==> src/rtl/saturn_fetch_buffer.sv <==
// Instruction-nibble prefetch unit: issues PC reads to hp48_bus, buffers the returned
// nibbles with their source address in a small FIFO, and hands them to the decoder.
module saturn_fetch_buffer #(
  parameter int DEPTH = 8
) (
  input  logic                     clk,
  input  logic                     reset,
  input  logic                     jump_valid,
  input  logic [19:0]              jump_addr,
  output logic                     nib_valid,
  input  logic                     nib_ready,
  output logic [3:0]               nib_data,
  output logic [19:0]              nib_addr,
  output logic [$clog2(DEPTH):0]   fifo_count,
  output logic                     fetch_error,
  output logic [19:0]              bus_address,
  output logic [3:0]               bus_command,
  input  logic [3:0]               bus_nibble_in,
  input  logic                     bus_error,
  output logic                     dbg_state
);

  localparam int AW = $clog2(DEPTH);
  localparam int CW = AW + 1;
  localparam logic [3:0] BUSCMD_NOP     = 4'h0;
  localparam logic [3:0] BUSCMD_PC_READ = 4'h2;

  typedef enum logic {RUN = 1'b0, HALT = 1'b1} state_e;

  state_e          state_q, state_d;
  logic [19:0]     fetch_pc_q, fetch_pc_d;
  logic            inflight_q, inflight_d;
  logic [19:0]     bus_address_q, bus_address_d;
  logic [3:0]      bus_command_q, bus_command_d;
  logic            fetch_error_q, fetch_error_d;
  logic [AW-1:0]   rd_ptr_q, rd_ptr_d;
  logic [AW-1:0]   wr_ptr_q, wr_ptr_d;
  logic [CW-1:0]   count_q, count_d;
  logic [3:0]      data_q [DEPTH];
  logic [3:0]      data_d [DEPTH];
  logic [19:0]     addr_q [DEPTH];
  logic [19:0]     addr_d [DEPTH];

  logic            push, pop, cap_err, issue;
  logic [CW:0]     occupancy;

  // Decoder handshake: nib_valid is high whenever the FIFO is non-empty and the head
  // (nib_data/nib_addr) is stable; the head is consumed on a rising edge where
  // nib_valid & nib_ready, except when a jump is sampled on that same edge.
  assign nib_valid   = (count_q != '0);
  assign nib_data    = nib_valid ? data_q[rd_ptr_q] : 4'h0;
  assign nib_addr    = nib_valid ? addr_q[rd_ptr_q] : 20'h0;
  assign fifo_count  = count_q;
  assign fetch_error = fetch_error_q;
  assign bus_address = bus_address_q;
  assign bus_command = bus_command_q;
  assign dbg_state   = state_q;

  always_comb begin
    pop       = nib_valid & nib_ready & ~jump_valid;
    push      = inflight_q & ~bus_error & ~jump_valid;
    cap_err   = inflight_q & bus_error & ~jump_valid;
    occupancy = {1'b0, count_q} + {{CW{1'b0}}, inflight_q};
    // Credit counts the read still on the bus; a same-cycle pop is not credited.
    issue     = (state_q == RUN) & ~jump_valid & ~cap_err & (occupancy < (CW+1)'(DEPTH));

    state_d       = state_q;
    fetch_pc_d    = fetch_pc_q;
    inflight_d    = inflight_q;
    bus_address_d = bus_address_q;
    bus_command_d = bus_command_q;
    fetch_error_d = fetch_error_q;
    rd_ptr_d      = rd_ptr_q;
    wr_ptr_d      = wr_ptr_q;
    count_d       = count_q;
    data_d        = data_q;
    addr_d        = addr_q;

    if (jump_valid) begin
      count_d       = '0;
      rd_ptr_d      = '0;
      wr_ptr_d      = '0;
      inflight_d    = 1'b0;
      bus_command_d = BUSCMD_NOP;
      fetch_pc_d    = jump_addr;
      fetch_error_d = 1'b0;
      state_d       = RUN;
    end else begin
      if (push) begin
        data_d[wr_ptr_q] = bus_nibble_in;
        addr_d[wr_ptr_q] = bus_address_q;
        wr_ptr_d         = wr_ptr_q + AW'(1);
      end
      if (pop) begin
        rd_ptr_d = rd_ptr_q + AW'(1);
      end
      case ({push, pop})
        2'b10:   count_d = count_q + CW'(1);
        2'b01:   count_d = count_q - CW'(1);
        default: count_d = count_q;
      endcase
      if (cap_err) begin
        fetch_error_d = 1'b1;
        state_d       = HALT;
      end
      if (issue) begin
        bus_address_d = fetch_pc_q;
        bus_command_d = BUSCMD_PC_READ;
        inflight_d    = 1'b1;
        fetch_pc_d    = fetch_pc_q + 20'd1;
      end else begin
        bus_command_d = BUSCMD_NOP;
        inflight_d    = 1'b0;
      end
    end
  end

  always_ff @(posedge clk or negedge reset) begin
    if (!reset) begin
      state_q       <= RUN;
      fetch_pc_q    <= 20'h0;
      inflight_q    <= 1'b0;
      bus_address_q <= 20'h0;
      bus_command_q <= BUSCMD_NOP;
      fetch_error_q <= 1'b0;
      rd_ptr_q      <= '0;
      wr_ptr_q      <= '0;
      count_q       <= '0;
      for (int i = 0; i < DEPTH; i++) begin
        data_q[i] <= 4'h0;
        addr_q[i] <= 20'h0;
      end
    end else begin
      state_q       <= state_d;
      fetch_pc_q    <= fetch_pc_d;
      inflight_q    <= inflight_d;
      bus_address_q <= bus_address_d;
      bus_command_q <= bus_command_d;
      fetch_error_q <= fetch_error_d;
      rd_ptr_q      <= rd_ptr_d;
      wr_ptr_q      <= wr_ptr_d;
      count_q       <= count_d;
      data_q        <= data_d;
      addr_q        <= addr_d;
    end
  end

endmodule

==> config.mk <==
export PLATFORM = sky130hd
export DESIGN_NAME = saturn_fetch_buffer
export DESIGN_NICKNAME = d
export VERILOG_FILES = /design/src/rtl/saturn_fetch_buffer.sv
export SDC_FILE = /design/constraint.sdc
export NUM_CORES = 1
export LEC_CHECK = 0
export CORE_AREA = 10 10 171 173
export CTS_BUF_LIST = sky130_fd_sc_hd__clkbuf_4 sky130_fd_sc_hd__clkbuf_8
export CTS_CLUSTER_SIZE = 28
export DETAILED_ROUTE_END_ITERATION = 10
export DIE_AREA = 0 0 181 183
export PLACE_DENSITY = 0.66
export SLEW_MARGIN = 0
export SYNTH_ARGS = -nofsm -noshare
export SYNTH_HDL_FRONTEND = slang
export SYNTH_SLANG_ARGS = --single-unit
==> constraint.sdc <==
create_clock -name clk -period 2.3 [get_ports clk]
set_clock_uncertainty 0.05 [all_clocks]
set_input_delay 0.23 -clock clk [delete_from_list [all_inputs] [get_ports clk]]
set_output_delay 0.23 -clock clk [all_outputs]
set_load 0.01 [all_outputs]
; Word level (Yosys, flattened, before mapping)
; Index checks and enable logic that the tools add are counted.
[op_classes]
bitwise = 15
n_addsub = 6
n_lt_le_gt_ge = 4
eq_ne = 2
muxes = 28
n_reduce_logical = 9
[ops]
columns = cell, count
row1 = $bwmux 160, 1
row2 = $mux 20, 6
row3 = $bmux 20 s3, 1
row4 = $demux 20 s3, 1
row5 = $bwmux 32, 1
row6 = $add 20x1->20 const B, 1
row7 = $mux 4, 5
row8 = $bmux 4 s3, 1
row9 = $demux 4 s3, 1
row10 = $mux 3, 4
row11 = $and 1x1->1, 9
row12 = $ge 4x4->1 const B, 2
row13 = $not 3->4, 2
row14 = $pmux 4 s2, 1
row15 = $reduce_bool 2->1, 4
row16 = $add 3x1->3 const B, 2
row17 = $add 4x1->5, 1
row18 = $lt 5x4->1 const B, 1
row19 = $add 4x1->4 const B, 1
row20 = $lt 4x1->1 const B, 1
row21 = $mux 1, 4
row22 = $mux 2, 2
row23 = $not 1->1, 4
row24 = $reduce_and 2->1, 2
row25 = 6 further kinds, 6
[totals]
elab_cells = 88
input_bits = 29
regBits = 248
out_inout_bits = 55

; Longest topological paths before layout
; Gate-level depths: netlist (run 1).
[depth]
depth_word = 7
depth_mapped = 9
mapped_depth_nobuf = 8

; Least setup slack after synthesis (run 1)
; No wires, ideal clock.
[synth_path]
path_type = flip-flop to flip-flop
startpoint = register count_q[0] (netlist: fifo_count[0])
endpoint = register count_q[3] (netlist: fifo_count[3])
setup_time_ns = 0.137
path_stages_with_launch = 8
setup_slack_ns = 0.063
t_required_ns = 2.113
path_buffers = 1
synth_period_minus_slack_ns = 2.237
arrival_time_ns = 2.050
path_cell_list = dfrtp_1 > buf_2 > nor4_2 > nor2_1 > ha_1 > a31oi_1 > a22o_1 > a31oi_1
[synth_between]
elab_chain_len = 6
elab_cells_between_ends = 10
classes_between = add/sub: 2 / eq/ne: 2 / mux: 2 / bitwise: 2 / reduce/logical: 2
[synth_lines]
columns = element, line
row1 = start: declaration, 38  ; logic [CW-1:0] count_q, count_d;
row2 = start signal: assignment, 142  ; count_q <= count_d;
row3 = $reduce_bool 4->1, 50  ; assign nib_valid = (count_q != '0);
row4 = $and 1x1->1 (2 in a row), 60  ; pop = nib_valid & nib_ready & ~jump_valid;
row5 = $eq 2x1->1 or $eq 2x2->1 (tied branches), 97  ; case ({push, pop})
row6 = $pmux 4 s2, 97
row7 = $mux 4, 79  ; if (jump_valid) begin
; Parallel ways exist; a longest one is shown, timed or not.
; A chain may end at the register's enable or synchronous reset.

; Worst setup path after layout (run 1)
[layout_path]
startpoint = register rd_ptr_q[0]
endpoint = output nib_addr[8]
[layout_between]
elab_chain_len = 5
[layout_lines]
columns = element, line
row1 = start: declaration, 36  ; logic [AW-1:0] rd_ptr_q, rd_ptr_d;
row2 = start signal: assignment, 140  ; rd_ptr_q <= rd_ptr_d;
row3 = $not 3->4 (implied by the code), 52  ; assign nib_addr = nib_valid ? addr_q[rd_ptr_q] : 20'h0;
row4 = $bmux 20 s3, 52
row5 = $mux 20 (implied by the code) (2 in a row), 52
row6 = $mux 20, 52
row7 = end: declaration, 13  ; output logic [19:0] nib_addr,
; Every way passes these cells. The select of a mux whose other input is x is not followed.

==> results of run 1 <==
-- final cells by class --
| cell class | instances | area (um2) | area share (%) |
|---|---|---|---|
| flip-flops and latches | 244 | 6115 | 43.59 |
| well taps | 335 | 419.2 | 2.988 |
| repair buffers | 155 | 1585 | 11.30 |
| inverters | 10 | 37.54 | 0.2676 |
| clock buffers | 66 | 833.3 | 5.941 |
| clock inverters | 6 | 57.56 | 0.4103 |
| multi-input cells | 520 | 4979 | 35.49 |
-- cells by family after synthesis --
| family | after synthesis | synth area share, % |
|---|---|---|
| AO/OA/AOI/OAI | 59 | 3.794 |
| multiplexers | 270 | 31.05 |
| other | 1 | 0.03286 |
| AND/OR/NAND/NOR | 175 | 7.248 |
| buffers and inverters | 70 | 3.202 |
| flip-flops | 244 | 53.51 |
| XOR/XNOR | 8 | 0.6140 |
| adder cells (fa/ha/maj) | 5 | 0.5482 |
-- synthesized netlist by cell type, types with 5 or more instances --
cell,instances
ha_1,5
nor4_1,5
buf_1,5
buf_2,27
buf_6,6
and3_1,9
a221o_1,8
clkbuf_1,15
nand2_1,77
buf_4,6
inv_1,9
mux2i_1,30
nand3_1,13
mux4_2,48
o21ai_0,14
nand4_1,7
o21ai_1,8
nor3_1,6
mux2_2,191
dfrtp_1,244
a21oi_1,5
nor2_1,37
-- cells in the final DEF, fill, tap and decap left out, drive strengths merged, types with 5 or more instances in the layout --
cell             n
inv             10
and3             9
o21ai           22
nor2            37
a221o            8
mux2           192
nor4             6
nand2           77
ha               5
clkdlybuf4s50   54
nand4            8
mux2i           30
mux4            48
a21oi            5
dfrtp          244
nand3           13
clkbuf          67
nor3             7
buf             98
-- state kept, by name, indices dropped and copies added, names as in the netlist --
register	count
fetch_error	1
rd_ptr_q	3
fifo_count	4
bus_address	20
fetch_pc_q	20
bus_command	1
addr_q	160
data_q	32
wr_ptr_q	3
-- layer usage --
metal | routed length, um | part of all wire (%) | vias up
li1 | - | - | 3335
met3 | 1301 | 4.8 | 35
met1 | 12620 | 46 | 3814
met5 | 0 | 0 | -
met4 | 442 | 1.6 | 0
met2 | 12960 | 47 | 179
-- power by group through the flow --
stage | logic (W) | registers, W | clock network [W]
6_report | 0.00455 | 0.00580 | 0.00409
4_1_cts | 0.00461 | 0.00580 | 0.00420
2_1_floorplan | 0.00228 | 0.00572 | 0
3_5_place_dp | 0.00449 | 0.00588 | 0
5_1_grt | 0.00493 | 0.00591 | 0.00440
3_3_place_gp | 0.00443 | 0.00587 | 0
-- per-stage QoR --
step | instances | hold WS [ps] | setup TNS, ps | power (W)
after floorplan | 834 | -115.6 | 0 | 0.007999
after global placement | 1247 | 90.71 | 0 | 0.01030
after detailed placement | 1247 | 84.66 | -58.12 | 0.01037
after CTS | 1335 | 104.8 | -4314 | 0.01461
after global routing | 1336 | 139.4 | -4692 | 0.01524
final | 1336 | 114.8 | -2590 | 0.01445
-- what timing repair did --
action / in CTS / in global routing
gates cloned: 3 / 1
endpoints found under the setup margin: 25 / 25
resized for setup: 111 / 9
hold buffers: 1 / 0
buffers inserted: 12 / 3
hold endpoints to repair: 244 / 0
pin swaps: 5 / 11
-- worst min-delay path by stage --
stage                                     end  cells past startpoint
global placement    fifo_count[2]$_DFFE_PN0P_                      1
finish                fetch_error$_DFFE_PN0P_                      2
floorplan               addr_q[0]$_DFFE_PN0P_                      0
CTS                   fetch_error$_DFFE_PN0P_                      2
detailed placement  fifo_count[1]$_DFFE_PN0P_                      1
global route          fetch_error$_DFFE_PN0P_                      2
-- worst register-to-register path, cell delays in order, from the launching register on --
cell	delay, ps
dfrtp_2	480
nor4_4	290
buf_4	170
buf_4	100
nor2_1	50
ha_1	330
a31oi_1	280
nand3_1	120
a31oi_1	170
==> flow_summary.yaml, run 1 <==
grt:
  grt_busiest_layer: "met2"
  use_met1_pct: 22.46
  grt_use_met2_pct: 26.50
  grt_max_degree: 79
  grtUsageTotal_pct: 16.39
  grt_pass1_wl_um: 44060
  grt_pass1_vias: 7708
  met3_usage_pct: 2.776
  overflow: 0
  antenna_found_initial: 0
floorplanning:
  boundaryPins: 84
  rows: 59
  dieWidth_um: 181
  start_util_pct: 44.29
  core_mm2: 0.02576
  die_area_mm2: 0.03312
  die_h_um: 183
synth:
  synth_seq_cells: 244
  seq_area_frac_synth_pct: 53.51
  synth_top_cell_by_area: "dfrtp_1"
  syn_area_per_cell_um2: 13.72
  yosysTopAreaCellShare_pct: 53.51
  ys_top_cells_by_area: "dfrtp_1 (54%), mux2_2 (19%), mux4_2 (9.5%)"
  syn_inst: 832
  ys_warn_count: 0
  synth_edf_count: 0
  syn-cell-area_mm2: 0.01141
  ys_types: 55
  async_flop_share_pct: 100.0
  yosys_most_used_dff: "dfrtp_1"
finish:
  post-route-util_pct: 54.44
  fill_cells: 2099
  finalInstanceArea_mm2: 0.01403
  antenna_cells: 0
  nets: 1007
  syn_to_final_growth_pct: 22.92
  drive_above_1_share_pct: 42.76
placed_design:
  pre_cts_ws_ps: -37.01
  globalplace.congestion: 0.7847
  post_dp_cell_area_mm2: 0.01300
  numPortBuffers: 80
  dpl.hpwl_um: 17390
setup_path:
  crit_path_frequent_cell: "buf_12"
  path_class: "reg -> out"
  cp_num_buf_inv: 4
  worst_r2r_startpoint: "fifo_count[3]$_DFFE_PN0P_"
  rr_endpoint: "fifo_count[3]$_DFFE_PN0P_"
  crit_family: "buffers and inverters"
  cp-startpoint: "rd_ptr_q[0]$_DFFE_PN0P_"
  cp-start-kind: "flip-flop"
  critical_path_required_ps: 2020
  max_stage_delay_ps: 490
  reg2reg_slack_ps: 170
  cp-endpoint: "nib_addr[8]"
  cp_cell_sequence: "buf_12, buf_12, buf_8, mux4_2, mux2i_1, nor2_1, buf_2"
  crit_path_end_kind: "primary output"
  arrival_ps: 2200
  cp.depth: 7
  worstRegToRegCells: 8
  cp_slowest_cell: "dfrtp_4"
  cp_max_fo: 7
power:
  p_switching_w: 0.004683
  power-per-cell-area_mw_per_mm2: 1030
  internal-power_w: 0.009764
  power_frac_seq_pct: 40.2
  pwr-share-clk_pct: 28.3
  ir_drop_mv: 0.5741
  power_frac_comb_pct: 31.5
  swShare_pct: 32.41
  leakage_nw: 6.603
cts:
  cts_buffer_depth: 3
  cts-root-buf: "clkbuf_8"
  numCtsBuffers: 42
  tritoncts: "yes"
  clkSlewWorstSetupHoldPaths_ps: 60
  clock_latency_ps: 530
  cts_sinks: 244
  htreeDepth: 2
run_status:
  violations: "setup timing"
  status: "finished, violations left"
route:
  drc_errors: 0
  wl_um: 27330
  dr.pass1.iters: 4
  ant_nets: 0
  wl_per_cell_um: 20.45
  vias_per_cell: 5.511
  drt_iter0_drc: 406
  via_count: 7363
run:
  maxCapViolCount: 0
sta:
  rsz0062_at_grt: "yes"
  worst_pin_slew_ps: 532.4
  period_needed_ps: 2476
  slew_headroom_pct: 64.38
  post-route-period-util_pct: 107.7
  maxSlewViolCount: 0
  setup-violations-final: 24
  hold_viol: 0
  clock.fmax_ghz: 0.4038
  postLayoutSetupSlackWorst_ps: -176.4
hold_path:
  hold_class: "in -> async"
No activity file was read; power rests on OpenSTA's default activity.
==> run 2: changes to the inputs <==
==> config.mk (replaced) <==
export PLATFORM = sky130hd
export DESIGN_NAME = saturn_fetch_buffer
export DESIGN_NICKNAME = d
export VERILOG_FILES = /design/src/rtl/saturn_fetch_buffer.sv
export SDC_FILE = /design/constraint.sdc
export NUM_CORES = 1
export LEC_CHECK = 0
export CORE_AREA = 10 10 156 158
export CTS_BUF_LIST = sky130_fd_sc_hd__clkbuf_4 sky130_fd_sc_hd__clkbuf_8
export CTS_CLUSTER_SIZE = 28
export DETAILED_ROUTE_END_ITERATION = 10
export DIE_AREA = 0 0 166 168
export GPL_ROUTABILITY_DRIVEN = 0
export PLACE_DENSITY = 0.78
export SLEW_MARGIN = 20
export SYNTH_ARGS = -nofsm -noshare
export SYNTH_HDL_FRONTEND = slang
export SYNTH_SLANG_ARGS = --single-unit
==> flow_summary.yaml, run 2 (same netlist as run 1, synthesis figures left out) <==
run_status:
  violations: "setup timing"
  status: "finished, violations left"
sta:
  hold_ws_ps: 163.9
  setup-violations-final: 24
  hold_viol: 0
  rsz0062_at_grt: "yes"
  maxSlewViolCount: 0
  clock.fmax_ghz: 0.4050
  post-route-period-util_pct: 107.3
  period_needed_ps: 2469
  postLayoutSetupSlackWorst_ps: -169.0
  worst_pin_slew_ps: 519.7
  slew_headroom_pct: 65.23
route:
  drc_errors: 0
  via_count: 7431
  ant_nets: 0
  dr.pass1.iters: 5
  drt_iter0_drc: 441
  vias_per_cell: 5.833
  wl_per_cell_um: 21.41
  wl_um: 27280
finish:
  drive_above_1_share_pct: 41.85
  fin_cells: 1274
  antenna_cells: 0
  reg.largest.list: "addr_q (160), data_q (32)"
  nets: 1000
  mostFrequentLayoutCell: "dfrtp_1"
  final_cell_mix: "dfrtp_1 (241), mux2_2 (191), nand2_1 (77)"
  syn_to_final_growth_pct: 21.01
  largest-register: "addr_q"
  largest_reg_flops: 160
setup_path:
  crit_family: "multiplexers"
  critical_path_required_ps: 2020
  cp_slowest_cell: "mux4_2"
  worst_r2r_startpoint: "fifo_count[1]$_DFFE_PN0P_"
  path_class: "reg -> out"
  reg2reg_slack_ps: 160
  rr_endpoint: "fifo_count[3]$_DFFE_PN0P_"
  cp_cell_sequence: "buf_12, buf_12, mux4_2, mux2i_2, nor2_1, buf_2"
  worstRegToRegCells: 7
  max_stage_delay_ps: 510
  cp_max_fo: 8
  crit_path_frequent_cell: "buf_12"
  cp-start-kind: "flip-flop"
  cp_num_buf_inv: 3
  cp.depth: 6
  arrival_ps: 2190
  crit_path_end_kind: "primary output"
grt:
  grtUsageTotal_pct: 19.50
  grt_max_degree: 72
  grt_pass1_wl_um: 44270
  grt_busiest_layer: "met2"
  use_met1_pct: 25.64
  overflow: 0
  grt_pass1_vias: 7880
  met3_usage_pct: 4.168
  antenna_found_initial: 0
  grt_use_met2_pct: 32.22
floorplanning:
  start_util_pct: 53.28
  die_h_um: 168
  die_area_mm2: 0.02789
  core_mm2: 0.02142
  boundaryPins: 84
  dieWidth_um: 166
  rows: 54
cts:
  cts_sinks: 244
  htreeDepth: 2
  cts_buffer_depth: 3
  tritoncts: "yes"
  clkSlewWorstSetupHoldPaths_ps: 60
  numCtsBuffers: 41
  cts-root-buf: "clkbuf_8"
  clock_latency_ps: 540
hold_path:
  hold_class: "in -> async"
power:
  power.total_w: 0.01428
  power-per-cell-area_mw_per_mm2: 1034
  leakage_nw: 6.545
  ir_drop_mv: 0.6123
run:
  maxCapViolCount: 0
placed_design:
  dpl.hpwl_um: 18080
  numPortBuffers: 80
  dp_cells: 1192
run 2: cell types whose count changed in the layout (fill, tap and decap cells not counted), moves of 2 or more:
| cell | change |
|---|---|
| clkbuf_8 | -5 |
| buf_12 | -3 |
| buf_6 | -3 |
| clkinv_2 | +3 |
| dfrtp_1 | +2 |
| dfrtp_2 | -2 |
| mux2i_1 | +2 |
| mux2i_2 | -2 |
run 2: area by class of cell:
type	count	area [um2]
Tap cell	280	350.3
Inverter	10	37.54
Fill cell	1540	7610
Timing Repair Buffer	149	1491
Multi-Input combinational cell	520	4971
Clock inverter	9	73.82
Clock buffer	62	772.0
Sequential cell	244	6112
run 2: routing by layer:
metal	routed length [um]	up-vias	share of wire (%)
met5	0	-	0
met4	398	0	1.5
met3	1466	32	5.4
met2	13560	216	50
met1	11850	3855	43
li1	-	3328	-
run 2: worst max-delay path by stage:
stage / start / to / slack (ps)
after floorplan: fifo_count[0]$_DFFE_PN0P_ / fifo_count[3]$_DFFE_PN0P_ / 60
after global placement: rd_ptr_q[0]$_DFFE_PN0P_ / nib_addr[19] / 20
after detailed placement: jump_valid / fifo_count[3]$_DFFE_PN0P_ / -50
after CTS: rd_ptr_q[0]$_DFFE_PN0P_ / nib_addr[1] / -210
after global routing: rd_ptr_q[0]$_DFFE_PN0P_ / nib_addr[15] / -230
final: rd_ptr_q[0]$_DFFE_PN0P_ / nib_addr[8] / -170
run 2: timing repair:
action	in CTS	in global routing
setup endpoints to repair	25	24
hold endpoints to repair	55	0
cloned	4	0
hold buffers	1	0
buffers inserted	8	0
gates resized for setup	106	0
pin swaps	4	5
run 2: per-stage QoR:
step	instance area, um2	util [%]	setup WS, ps	TNS (ps)
after global routing	13810	64.47	-228.6	-4472
after CTS	13860	64.73	-214.9	-3869
after detailed placement	12900	60.21	-50.51	-50.51
final	13810	64.47	-169.0	-2759
after global placement	12900	60.21	22.61	0
after floorplan	11420	-	63.48	0
run 2: power breakdown:
part	internal (W)	total, W	switching [W]
Clock	0.00226	0.00395	0.00170
Combinational	0.00229	0.00434	0.00205
Sequential	0.00502	0.00599	0.000966
run 2: worst register-to-register path, stage by stage (launching register included):
cell     delay (ps)
dfrtp_1         440
nor4_4          370
buf_4           200
nor2_1           60
ha_1            340
a31oi_1         300
a22o_1          190
a31oi_1          70
